===== config.mk =====
export PLATFORM = sky130hd
export DESIGN_NAME = alu16_core_flat
export DESIGN_NICKNAME = d
export VERILOG_FILES = /design/src/rtl/alu16_core_if.sv /design/src/rtl/alu16_core.sv /design/src/flat_wrapper.sv
export SDC_FILE = /design/constraint.sdc
export NUM_CORES = 1
export LEC_CHECK = 0
export BUFFER_PORTS_ARGS = -buffer_cell sky130_fd_sc_hd__buf_2
export CORE_MARGIN = 4
export CORE_UTILIZATION = 51
export DETAILED_ROUTE_END_ITERATION = 8
export PLACE_DENSITY = 0.78
export SLEW_MARGIN = 20
export SYNTH_ARGS = -nofsm -noshare
export SYNTH_HDL_FRONTEND = slang
export SYNTH_SLANG_ARGS = --single-unit

===== constraint.sdc =====
create_clock -name clk -period 0.9 [get_ports clk]
set_input_delay 0 -clock clk [delete_from_list [all_inputs] [get_ports clk]]
set_output_delay 0 -clock clk [all_outputs]
set_load 0.005 [all_outputs]

===== src/rtl/alu16_core_if.sv =====
// alu16_core_if: operand/select request and registered result/flags bundle for alu16_core.
interface alu16_core_if #(parameter int WIDTH = 16);
    logic [WIDTH-1:0] a;
    logic [WIDTH-1:0] b;
    logic             sel0;
    logic             sel1;
    logic             in_valid;
    logic [WIDTH-1:0] out;
    logic             out_valid;
    logic             zero;
    logic             carry;
    logic             negative;
    logic             overflow;
    modport master (
        output a, b, sel0, sel1, in_valid,
        input  out, out_valid, zero, carry, negative, overflow
    );
    modport slave (
        input  a, b, sel0, sel1, in_valid,
        output out, out_valid, zero, carry, negative, overflow
    );
endinterface


===== src/rtl/alu16_core.sv =====
// alu16_core: 2-bit-opcode ADD/SUB/AND/OR ALU with a one-cycle registered result and valid strobe.
// Status flags are built only when ALU16_FLAGS_EN is defined; otherwise they are tied to 0.
module alu16_core #(
    parameter int WIDTH = 16
) (
    input  logic         clk,
    input  logic         rst,
    alu16_core_if.slave  bus
);
    localparam int MSB = WIDTH - 1;
    logic [1:0]       w_op;
    logic [WIDTH-1:0] w_res;
    logic [WIDTH-1:0] r_out;
    logic             r_out_valid;
    assign w_op = {bus.sel1, bus.sel0};
`ifdef ALU16_FLAGS_EN
    logic [WIDTH:0] w_sum;
    logic [WIDTH:0] w_diff;
    logic           w_carry;
    logic           w_ovf;
    logic           r_zero;
    logic           r_carry;
    logic           r_negative;
    logic           r_overflow;
    // Top bit of the zero-extended difference is the unsigned borrow (a < b).
    always_comb begin
        w_sum   = {1'b0, bus.a} + {1'b0, bus.b};
        w_diff  = {1'b0, bus.a} - {1'b0, bus.b};
        w_res   = w_op == 2'b00 ? w_sum[MSB:0] :
                  w_op == 2'b01 ? w_diff[MSB:0] :
                  w_op == 2'b10 ? (bus.a & bus.b) : (bus.a | bus.b);
        w_carry = w_op[1] ? 1'b0 : (w_op[0] ? w_diff[WIDTH] : w_sum[WIDTH]);
        w_ovf   = w_op[1] ? 1'b0 :
                  w_op[0] ? (bus.a[MSB] != bus.b[MSB]) && (w_res[MSB] != bus.a[MSB]) :
                            (bus.a[MSB] == bus.b[MSB]) && (w_res[MSB] != bus.a[MSB]);
    end
    always_ff @(posedge clk or posedge rst) begin
        if (rst) begin
            r_zero     <= 1'b0;
            r_carry    <= 1'b0;
            r_negative <= 1'b0;
            r_overflow <= 1'b0;
        end else if (bus.in_valid) begin
            r_zero     <= w_res == '0;
            r_carry    <= w_carry;
            r_negative <= w_res[MSB];
            r_overflow <= w_ovf;
        end
    end
    assign bus.zero     = r_zero;
    assign bus.carry    = r_carry;
    assign bus.negative = r_negative;
    assign bus.overflow = r_overflow;
`else
    assign w_res = w_op == 2'b00 ? bus.a + bus.b :
                   w_op == 2'b01 ? bus.a - bus.b :
                   w_op == 2'b10 ? (bus.a & bus.b) : (bus.a | bus.b);
    assign bus.zero     = 1'b0;
    assign bus.carry    = 1'b0;
    assign bus.negative = 1'b0;
    assign bus.overflow = 1'b0;
`endif
    // Result holds across idle cycles; only the strobe follows in_valid.
    always_ff @(posedge clk or posedge rst) begin
        if (rst) begin
            r_out       <= '0;
            r_out_valid <= 1'b0;
        end else begin
            r_out_valid <= bus.in_valid;
            if (bus.in_valid) r_out <= w_res;
        end
    end
    assign bus.out       = r_out;
    assign bus.out_valid = r_out_valid;
endmodule


===== src/flat_wrapper.sv =====
// flat-port wrapper written by rule: the top's interface ports become plain ports
module alu16_core_flat 
#(
    parameter int WIDTH = 16
)
  (clk, rst, bus_a, bus_b, bus_sel0, bus_sel1, bus_in_valid, bus_out, bus_out_valid, bus_zero, bus_carry, bus_negative, bus_overflow);
  alu16_core_if #(.WIDTH(WIDTH)) bus_i ();
  input  logic clk;
  input  logic rst;
  input wire logic [$bits(bus_i.a)-1:0] bus_a;
  input wire logic [$bits(bus_i.b)-1:0] bus_b;
  input wire logic [$bits(bus_i.sel0)-1:0] bus_sel0;
  input wire logic [$bits(bus_i.sel1)-1:0] bus_sel1;
  input wire logic [$bits(bus_i.in_valid)-1:0] bus_in_valid;
  output wire logic [$bits(bus_i.out)-1:0] bus_out;
  output wire logic [$bits(bus_i.out_valid)-1:0] bus_out_valid;
  output wire logic [$bits(bus_i.zero)-1:0] bus_zero;
  output wire logic [$bits(bus_i.carry)-1:0] bus_carry;
  output wire logic [$bits(bus_i.negative)-1:0] bus_negative;
  output wire logic [$bits(bus_i.overflow)-1:0] bus_overflow;
  assign bus_i.a = bus_a;
  assign bus_i.b = bus_b;
  assign bus_i.sel0 = bus_sel0;
  assign bus_i.sel1 = bus_sel1;
  assign bus_i.in_valid = bus_in_valid;
  assign bus_out = bus_i.out;
  assign bus_out_valid = bus_i.out_valid;
  assign bus_zero = bus_i.zero;
  assign bus_carry = bus_i.carry;
  assign bus_negative = bus_i.negative;
  assign bus_overflow = bus_i.overflow;
  alu16_core #(.WIDTH(WIDTH)) u_core (.clk(clk), .rst(rst), .bus(bus_i));
endmodule

==> results of run 1 <==
[metal layers]
metal  overflow  track usage, %
met4          2           50.33
met5          0           19.17
met1          0           59.44
met3          0           43.93
met2          3           78.03
[Yosys cell counts, types with 2 or more instances]
cell type	count	area share, %
inv_1	53	7.1
ha_1	47	21
nor2_1	34	4.6
nand2_1	33	4.4
a21oi_1	29	5.2
o21ai_0	22	3.9
dfrtp_1	17	15
clkbuf_1	10	1.3
xnor2_1	9	2.8
a31oi_1	7	1.6
mux2i_1	7	2.5
o211ai_1	7	1.9
nand3_1	6	1.1
buf_4	5	1.3
mux2_2	5	2.0
nor3_1	5	0.89
a21o_1	4	1.1
o31ai_1	4	1.1
a211oi_1	3	0.80
a221oi_2	3	1.6
buf_2	3	0.54
a21oi_2	2	0.63
a22o_1	2	0.63
a31o_2	2	0.63
and3_1	2	0.45
fa_1	2	1.4
nand3b_1	2	0.54
nand4_1	2	0.45
nor3b_1	2	0.54
nor4_1	2	0.45
o21ba_2	2	0.71
o221ai_1	2	0.63
o22ai_1	2	0.45
o311ai_0	2	0.63
o32a_1	2	0.71
or4_1	2	0.54
xor2_1	2	0.63
[repair_timing]
item                                    CTS
resized for setup                        59
endpoints found under the hold margin    17
setup buffers                             6
endpoints found under the setup margin   16
hold buffers                              1
pin swaps                                28
[kinds of logic after synthesis]
logic type	synth area share, %
other cells	0.1338
simple gates	15.09
flops	15.18
compound gates	27.72
fa+ha+maj	22.41
mux	5.312
xor+xnor	3.438
buf+inv	10.71
[through the flow]
stage	utilization [%]	instances	setup TNS, ns	cell area [um2]
after CTS	88.75	619	-11.15	4619
after detailed placement	82.12	608	-17.18	4274
after global placement	82.12	608	-15.92	4274
after floorplan	-	373	-10.68	3032
==> flow_metrics.py, run 1 <==
metrics = {
    "run_status": {
        "status": "aborted with a tool error",
        "lastStage": "global routing (5_1_grt)",
        "firstError": "[ERROR GRT-0232] Routing congestion too high. Check the congestion heatmap in the GUI.",
    },
    "clock_network": {
        "cts.sinks": 17,
        "ctsHtreeMaxLevel": 1,
        "clockBufferDepth": 2,
        "cts_buffers": 3,
        "root_buffer": "clkbuf_8",
    },
    "logic_synthesis": {
        "yosysSeqAreaShare_pct": 15.18,
        "synthCells": 370,
        "ys_warn_count": 0,
        "async_reset_ff_share_pct": 100.0,
        "synth.distinct_cells": 62,
        "avgSynthCellArea_um2": 7.575,
        "syn_area_um2": 2803,
        "synth-seq-cells": 17,
        "ys.flop_type": "dfrtp_1",
        "synth_edf_count": 0,
    },
    "floorplan": {
        "die_y_um": 82.13,
        "std_cell_rows": 26,
        "io_pins": 58,
        "die_w_um": 82.13,
        "initial_utilization_pct": 53.85,
    },
    "global_route": {
        "grt_max_degree": 22,
        "grtUsageTotal_pct": 59.07,
        "gr-total-overflow": 5,
    },
    "placed_design": {
        "hpwl_um": 8056,
        "port_buffers": 53,
        "post-place-ws_ns": -1.385,
        "place.gp.congestion": 0.9786,
    },
    "timing": {
        "crit_endpoint": "u_core.bus.out[10]$_DFFE_PP0P_/D",
        "endpoint_type": "register input",
    },
}
==> inputs of run 2 (changes only) <==
--- a/config.mk
+++ b/config.mk
@@ -7,9 +7,9 @@
 export LEC_CHECK = 0
 export BUFFER_PORTS_ARGS = -buffer_cell sky130_fd_sc_hd__buf_2
 export CORE_MARGIN = 4
-export CORE_UTILIZATION = 51
+export CORE_UTILIZATION = 40
 export DETAILED_ROUTE_END_ITERATION = 8
-export PLACE_DENSITY = 0.78
+export PLACE_DENSITY_LB_ADDON = 0.15
 export SLEW_MARGIN = 20
 export SYNTH_ARGS = -nofsm -noshare
 export SYNTH_HDL_FRONTEND = slang
==> constraint.sdc (replaced) <==
create_clock -name clk -period 1.17 [get_ports clk]
set_input_delay 0 -clock clk [delete_from_list [all_inputs] [get_ports clk]]
set_output_delay 0 -clock clk [all_outputs]
set_load 0.005 [all_outputs]
==> run 2 against run 1 <==
Compared with the run above:
- the flow now finishes, with violations (setup timing)
- area after synthesis is the same
- synthesized cell count stayed put
==> flow_metrics.py, run 2 <==
metrics = {
    "global_route": {
        "grt_max_degree": 23,
        "grt_pass1_wl_um": 14930,
        "antenna_found_initial": 0,
        "grtUsageTotal_pct": 21.20,
        "gr-total-overflow": 0,
        "grt_pass1_vias": 3198,
    },
    "timing": {
        "clock_skew_ns": 0,
        "report.final.slew_viol_count": 0,
        "finalCriticalPeriod_ns": 1.880,
        "setup_viol": 14,
        "finalHoldViolCount": 0,
        "rsz0062_at_grt": "true",
        "fmax_ghz": 0.5321,
        "final.setup.worst_slack_ns": -0.7095,
        "setup_tns_ns": -6.914,
        "period_share_pct": 160.6,
    },
    "detailed_routing": {
        "ant_nets": 0,
        "drt_wl_total_um": 8965,
        "dr.pass1.iters": 4,
        "num_vias": 3214,
        "drt-wirelength-per-cell_um": 14.16,
        "drtIter0Drc": 199,
        "drc": 0,
        "vias_per_cell": 5.077,
    },
    "cells_and_area": {
        "utilization_pct": 66.87,
        "final_common_cell": "buf_4",
        "layout_common_cells": "118 x buf_4, 50 x buf_2, 43 x inv_1",
        "finalNetCount": 624,
        "largest_reg_flops": 16,
        "layout-drive-gt1-share_pct": 47.67,
        "nFillCells": 568,
        "area_delta_synth_final_pct": 62.10,
        "n_antenna_cell": 0,
    },
    "power_and_ir_drop": {
        "power-per-cell-area_nw_per_um2": 709.5,
        "ir_drop_mv": 0.6560,
        "p_leak_nw": 2.245,
    },
    "worst_setup_path": {
        "reg2reg_depth": 4,
        "cp.arrival_ns": 2.00,
        "cp-end-kind": "flop",
        "r2r_end": "u_core.bus.out[14]$_DFFE_PP0P_",
        "rr_startpoint": "u_core.bus.out[14]$_DFFE_PP0P_",
        "cpLargestDelayFamily": "compound AO/OA/AOI/OAI gates",
        "slowest_delay_ns": 0.44,
        "path_cells": "buf_12, inv_12, ha_4, fa_2, o21ba_4, or4_4, a21oi_4, o21ai_1, a31oi_1, xnor2_1, o221ai_1",
        "worstSetupPathType": "in2reg",
        "crit_fanout": 2,
        "cp.buffers_inverters": 2,
        "cpMaxStageDelayCell": "or4_4",
        "r2r_slack_ns": 0.26,
        "crit_path_start_kind": "primary input",
        "required_ns": 1.29,
    },
    "logic_synthesis": {
        "synthTopCellsByArea": "ha_1 21%, dfrtp_1 15%, inv_1 7.1%",
        "synth.distinct_cells": 62,
        "avgSynthCellArea_um2": 7.575,
        "synth_edf_count": 0,
        "synth-seq-cells": 17,
        "ys_warn_count": 0,
        "syn_area_um2": 2803,
        "async_reset_ff_share_pct": 100.0,
        "yosysMostFrequentCell": "inv_1",
        "ys.flop_type": "dfrtp_1",
        "yosysSeqAreaShare_pct": 15.18,
        "yosys.area.top_type": "ha_1",
        "synthCells": 370,
        "synthTopCellsByCount": "53 x inv_1, 47 x ha_1, 34 x nor2_1",
        "yosysTopAreaCellShare_pct": 20.98,
    },
    "floorplan": {
        "die_y_um": 91.71,
        "dieArea_um2": 8410,
        "std_cell_rows": 30,
        "core_area_um2": 6794,
        "die_w_um": 91.71,
        "initial_utilization_pct": 41.25,
        "io_pins": 58,
    },
    "flow_run": {
        "maxCapViolations": 0,
    },
    "run_status": {
        "violations": "setup timing",
        "status": "complete, but fails checks",
    },
    "placed_design": {
        "hpwl_um": 7276,
        "post-place-ws_ns": -1.097,
        "place.gp.congestion": 0.9222,
        "port_buffers": 53,
    },
    "worst_hold_path": {
        "hold_path.class": "in2reg",
        "holdPathStages": 2,
        "hold_start": "bus_in_valid",
        "worstHoldEndpoint": "u_core.bus.out[12]$_DFFE_PP0P_",
    },
    "clock_network": {
        "root_buffer": "clkbuf_8",
        "cts_buffers": 3,
        "clk-insertion-delay-late_ns": 0.25,
        "clk_transition_reported_paths_ns": 0.08,
        "ctsHtreeMaxLevel": 1,
        "cts.sinks": 17,
        "clockBufferDepth": 2,
        "cts_tree": "yes",
    },
}
==> run 2: cell counts after synthesis <==
Identical to the previous run, type by type.
==> run 2: stage by stage <==
step                power (mW)  instances  instance area (um2)  hold WS, ns
floorplan                1.748        373                 3020     -0.07393
global placement         2.532        623                 4210      0.03904
detailed placement       2.567        623                 4210      0.04077
CTS                      3.139        632                 4413      0.09832
global route             3.466        633                 4543       0.1030
finish                   3.223        633                 4543       0.1020
==> run 2: what timing repair did <==
action | CTS | global route
pin swaps | 24 | 19
hold endpoints to repair | 17 | 0
resized for setup | 25 | 28
endpoints found under the setup margin | 15 | 15
hold buffers | 1 | 0
setup buffers | 4 | 1
==> run 2: worst max-delay path by stage <==
stage | from | endpoint | cells past startpoint
6_report | bus_a[0] | u_core.bus.out[8]$_DFFE_PP0P_ | 11
5_1_grt | bus_a[0] | u_core.bus.out[12]$_DFFE_PP0P_ | 11
4_1_cts | bus_a[0] | u_core.bus.out[8]$_DFFE_PP0P_ | 11
3_5_place_dp | bus_a[0] | u_core.bus.out[10]$_DFFE_PP0P_ | 11
3_3_place_gp | bus_a[0] | u_core.bus.out[12]$_DFFE_PP0P_ | 11
2_1_floorplan | bus_a[0] | u_core.bus.out[12]$_DFFE_PP0P_ | 10
==> run 2: worst register-to-register path: cells and delay by family (launching register included) <==
kind	cells	cell delay, ns
AND/OR/NAND/NOR	3	0.27
multiplexers	1	0.12
flip-flops	1	0.42
==> run 2: cell type report <==
type	count	area, um2	share of cell area (%)
clock inverters	1	5.005	0.1102
clock buffers	3	41.29	0.9088
flip-flops and latches	17	425.4	9.364
inverters	55	224.0	4.930
well taps	96	120.1	2.644
multi-input cells	282	2447	53.87
repair buffers	179	1280	28.17
==> run 2: logic make-up (layout without fill, tap and decap cells) <==
kind of cell / count (synthesis) / in the layout / synth area share (%)
DFF: 17 / 17 / 15.18
muxes: 13 / 13 / 5.312
adders and majority gates: 49 / 49 / 22.41
AOI/OAI and AO/OA: 110 / 110 / 27.72
other: 1 / 4 / 0.1338
xor gates and xnor gates: 11 / 11 / 3.438
buffers and inverters: 74 / 238 / 10.71
and+or+nand+nor: 95 / 95 / 15.09
==> run 2: routing by layer <==
layer | track usage, % | vias up | routed length (um)
li1 | - | 1613 | -
met1 | 30.27 | 1514 | 4157
met2 | 35.91 | 81 | 4248
met3 | 2.051 | 6 | 523
met4 | 1.856 | 0 | 36
met5 | 0 | - | 0
==> run 2: power by group <==
part | switching [mW] | internal, mW
combinational | 0.962 | 1.04
sequential | 0.0573 | 0.682
clock | 0.242 | 0.237
total | 1.26 | 1.96
Power figures use the tool's default switching activity.
==> inputs of run 3 (changes only) <==
--- a/config.mk
+++ b/config.mk
@@ -6,10 +6,13 @@
 export NUM_CORES = 1
 export LEC_CHECK = 0
 export BUFFER_PORTS_ARGS = -buffer_cell sky130_fd_sc_hd__buf_2
+export CAP_MARGIN = 20
 export CORE_MARGIN = 4
 export CORE_UTILIZATION = 40
+export CTS_CLUSTER_DIAMETER = 40
 export DETAILED_ROUTE_END_ITERATION = 8
 export PLACE_DENSITY_LB_ADDON = 0.15
+export REMOVE_ABC_BUFFERS = 1
 export SLEW_MARGIN = 20
 export SYNTH_ARGS = -nofsm -noshare
 export SYNTH_HDL_FRONTEND = slang
==> run 3 against run 2 <==
Compared with the run above:
- clock skew is the same
- design area is essentially flat
- register-to-register slack is essentially flat
- first-iteration DRC count shrank 20%
- the flow still finishes with violations (setup timing)
- global-route usage is essentially flat
- largest cell class unchanged
- routed wire length grew 1.1%
- non-clock buffer count is the same
- combinational power is essentially flat
- cell count is the same
- setup slack gained 0.011 ns
==> flow_metrics.py, run 3 (synthesis gave the netlist of run 2 again) <==
metrics = {
    "power_and_ir_drop": {
        "p_sw_mw": 1.266,
        "power_frac_comb_pct": 62.3,
        "p_int_mw": 1.963,
        "ir_drop_mv": 0.3928,
        "p_total_mw": 3.229,
        "p_leak_nw": 2.245,
        "power-per-cell-area_nw_per_um2": 711.3,
        "pwr-share-clk_pct": 14.8,
        "p_sw_share_pct": 39.21,
        "seq_power_share_pct": 22.9,
    },
    "timing": {
        "report.final.slew_viol_count": 0,
        "rsz0062_at_grt": "true",
        "clock_skew_ns": 0,
        "fmax_ghz": 0.5351,
        "final.setup.worst_slack_ns": -0.6989,
        "finalCriticalPeriod_ns": 1.869,
        "period_share_pct": 159.7,
        "fin_hold_ws_ns": 0.08885,
        "finalHoldViolCount": 0,
        "setup_viol": 15,
    },
    "clock_network": {
        "clockBufferDepth": 2,
        "ctsHtreeMaxLevel": 1,
        "cts.sinks": 17,
        "root_buffer": "clkbuf_8",
        "cts_tree": "yes",
        "clk-insertion-delay-late_ns": 0.26,
        "clk_transition_reported_paths_ns": 0.08,
        "cts_buffers": 3,
    },
    "detailed_routing": {
        "drc": 0,
        "ant_nets": 0,
        "drt-wirelength-per-cell_um": 14.31,
        "vias_per_cell": 5.130,
        "dr.pass1.iters": 5,
        "drtIter0Drc": 159,
        "drt_wl_total_um": 9061,
        "num_vias": 3247,
    },
    "worst_setup_path": {
        "worstSetupPathType": "in2reg",
        "required_ns": 1.30,
        "r2r_slack_ns": 0.26,
        "r2r_end": "u_core.bus.out[14]$_DFFE_PP0P_",
        "path_cells": "buf_8, inv_4, ha_4, fa_2, o21ba_4, or4_4, a21oi_4, o21ai_1, a31oi_1, xnor2_1, o221ai_1",
        "rr_startpoint": "u_core.bus.out[14]$_DFFE_PP0P_",
        "crit_path_start_kind": "primary input",
        "slowest_delay_ns": 0.46,
        "cp-end-kind": "flop",
        "crit_fanout": 2,
        "cp.arrival_ns": 2.00,
        "reg2reg_depth": 4,
        "cpMaxStageDelayCell": "or4_4",
    },
    "cells_and_area": {
        "final_common_cell": "buf_4",
        "finalNetCount": 624,
        "layout_common_cells": "117 x buf_4, 47 x buf_2, 44 x inv_1",
        "layout-drive-gt1-share_pct": 46.37,
        "n_antenna_cell": 0,
        "utilization_pct": 66.81,
        "area_delta_synth_final_pct": 61.96,
        "largest_reg_flops": 16,
        "nFillCells": 564,
    },
    "placed_design": {
        "hpwl_um": 7052,
        "port_buffers": 53,
        "post-place-ws_ns": -1.157,
        "place.gp.congestion": 0.9336,
    },
    "global_route": {
        "grt_max_degree": 21,
        "gr-total-overflow": 0,
        "grtUsageTotal_pct": 21.22,
        "grt_pass1_vias": 3186,
        "grt_pass1_wl_um": 14800,
        "antenna_found_initial": 0,
    },
    "worst_hold_path": {
        "worstHoldEndpoint": "u_core.bus.out[14]$_DFFE_PP0P_",
        "hold_start": "bus_in_valid",
        "holdPathStages": 3,
        "hold_path.class": "in2reg",
    },
    "run_status": {
        "status": "complete, but fails checks",
        "violations": "setup timing",
    },
    "floorplan": {
        "core_area_um2": 6794,
        "initial_utilization_pct": 41.25,
        "dieArea_um2": 8410,
        "std_cell_rows": 30,
        "io_pins": 58,
        "die_y_um": 91.71,
        "die_w_um": 91.71,
    },
    "flow_run": {
        "maxCapViolations": 0,
    },
}
[run 3: cell types whose count changed in the layout (fill, tap and decap cells not counted), moves of 3 or more]
cell	before	now
a21oi_2	10	7
buf_2	50	47
inv_2	8	5
nor3_1	2	5
nor3_2	3	0
o21ai_2	1	4
[run 3: repair_timing]
action / CTS / global route
setup endpoints to repair: 15 / 15
pin swaps: 29 / 33
gates resized for setup: 88 / 16
setup buffers: 7 / 1
hold buffers: 1 / 0
hold endpoints to repair: 17 / 0
[run 3: layer usage]
| metal | GRT usage [%] | routed length [um] |
|---|---|---|
| met5 | 0 | 0 |
| met4 | 6.683 | 241 |
| met3 | 1.641 | 380 |
| met2 | 36.40 | 4259 |
| met1 | 28.25 | 4179 |
[run 3: power by group through the flow]
| stage | sequential [mW] | clock [mW] | combinational [mW] |
|---|---|---|---|
| floorplan | 0.750 | 0 | 0.841 |
| global placement | 0.747 | 0 | 1.67 |
| detailed placement | 0.750 | 0 | 1.69 |
| CTS | 0.739 | 0.479 | 1.95 |
| global route | 0.750 | 0.503 | 2.20 |
| finish | 0.739 | 0.477 | 2.01 |
[run 3: worst max path at each step]
stage               startpoint                        endpoint  slack [ns]
finish                bus_a[0]   u_core.bus.out[8]$_DFFE_PP0P_       -0.70
global route          bus_a[0]   u_core.bus.out[8]$_DFFE_PP0P_       -0.76
CTS                   bus_a[0]   u_core.bus.out[8]$_DFFE_PP0P_       -0.66
detailed placement    bus_a[0]  u_core.bus.out[12]$_DFFE_PP0P_       -1.16
global placement      bus_b[0]  u_core.bus.out[10]$_DFFE_PP0P_       -1.10
floorplan             bus_a[0]   u_core.bus.out[8]$_DFFE_PP0P_       -0.89
[run 3: per-stage QoR]
stage,TNS (ns),instance area [um2],instances
detailed placement,-13.10,4004,621
global route,-8.096,4539,633
floorplan,-8.482,2720,354
global placement,-12.66,4004,621
CTS,-6.572,4479,633
finish,-6.923,4539,633
[run 3: final cells by class]
cell class	count	area, um2	area share [%]
clock buffer	3	41.29	0.9096
clock inverter	1	5.005	0.1103
inverter	55	221.5	4.879
multi-input combinational	282	2416	53.23
sequential	17	425.4	9.372
tap	96	120.1	2.646
timing repair buffer	179	1310	28.86
[run 3: critical path: cells and delay by family]
kind,cells,cell delay (ns)
fa+ha+maj,2,0.52
compound gates,5,0.77
buf+inv,2,0.11
xor+xnor,1,0.14
simple gates,1,0.46
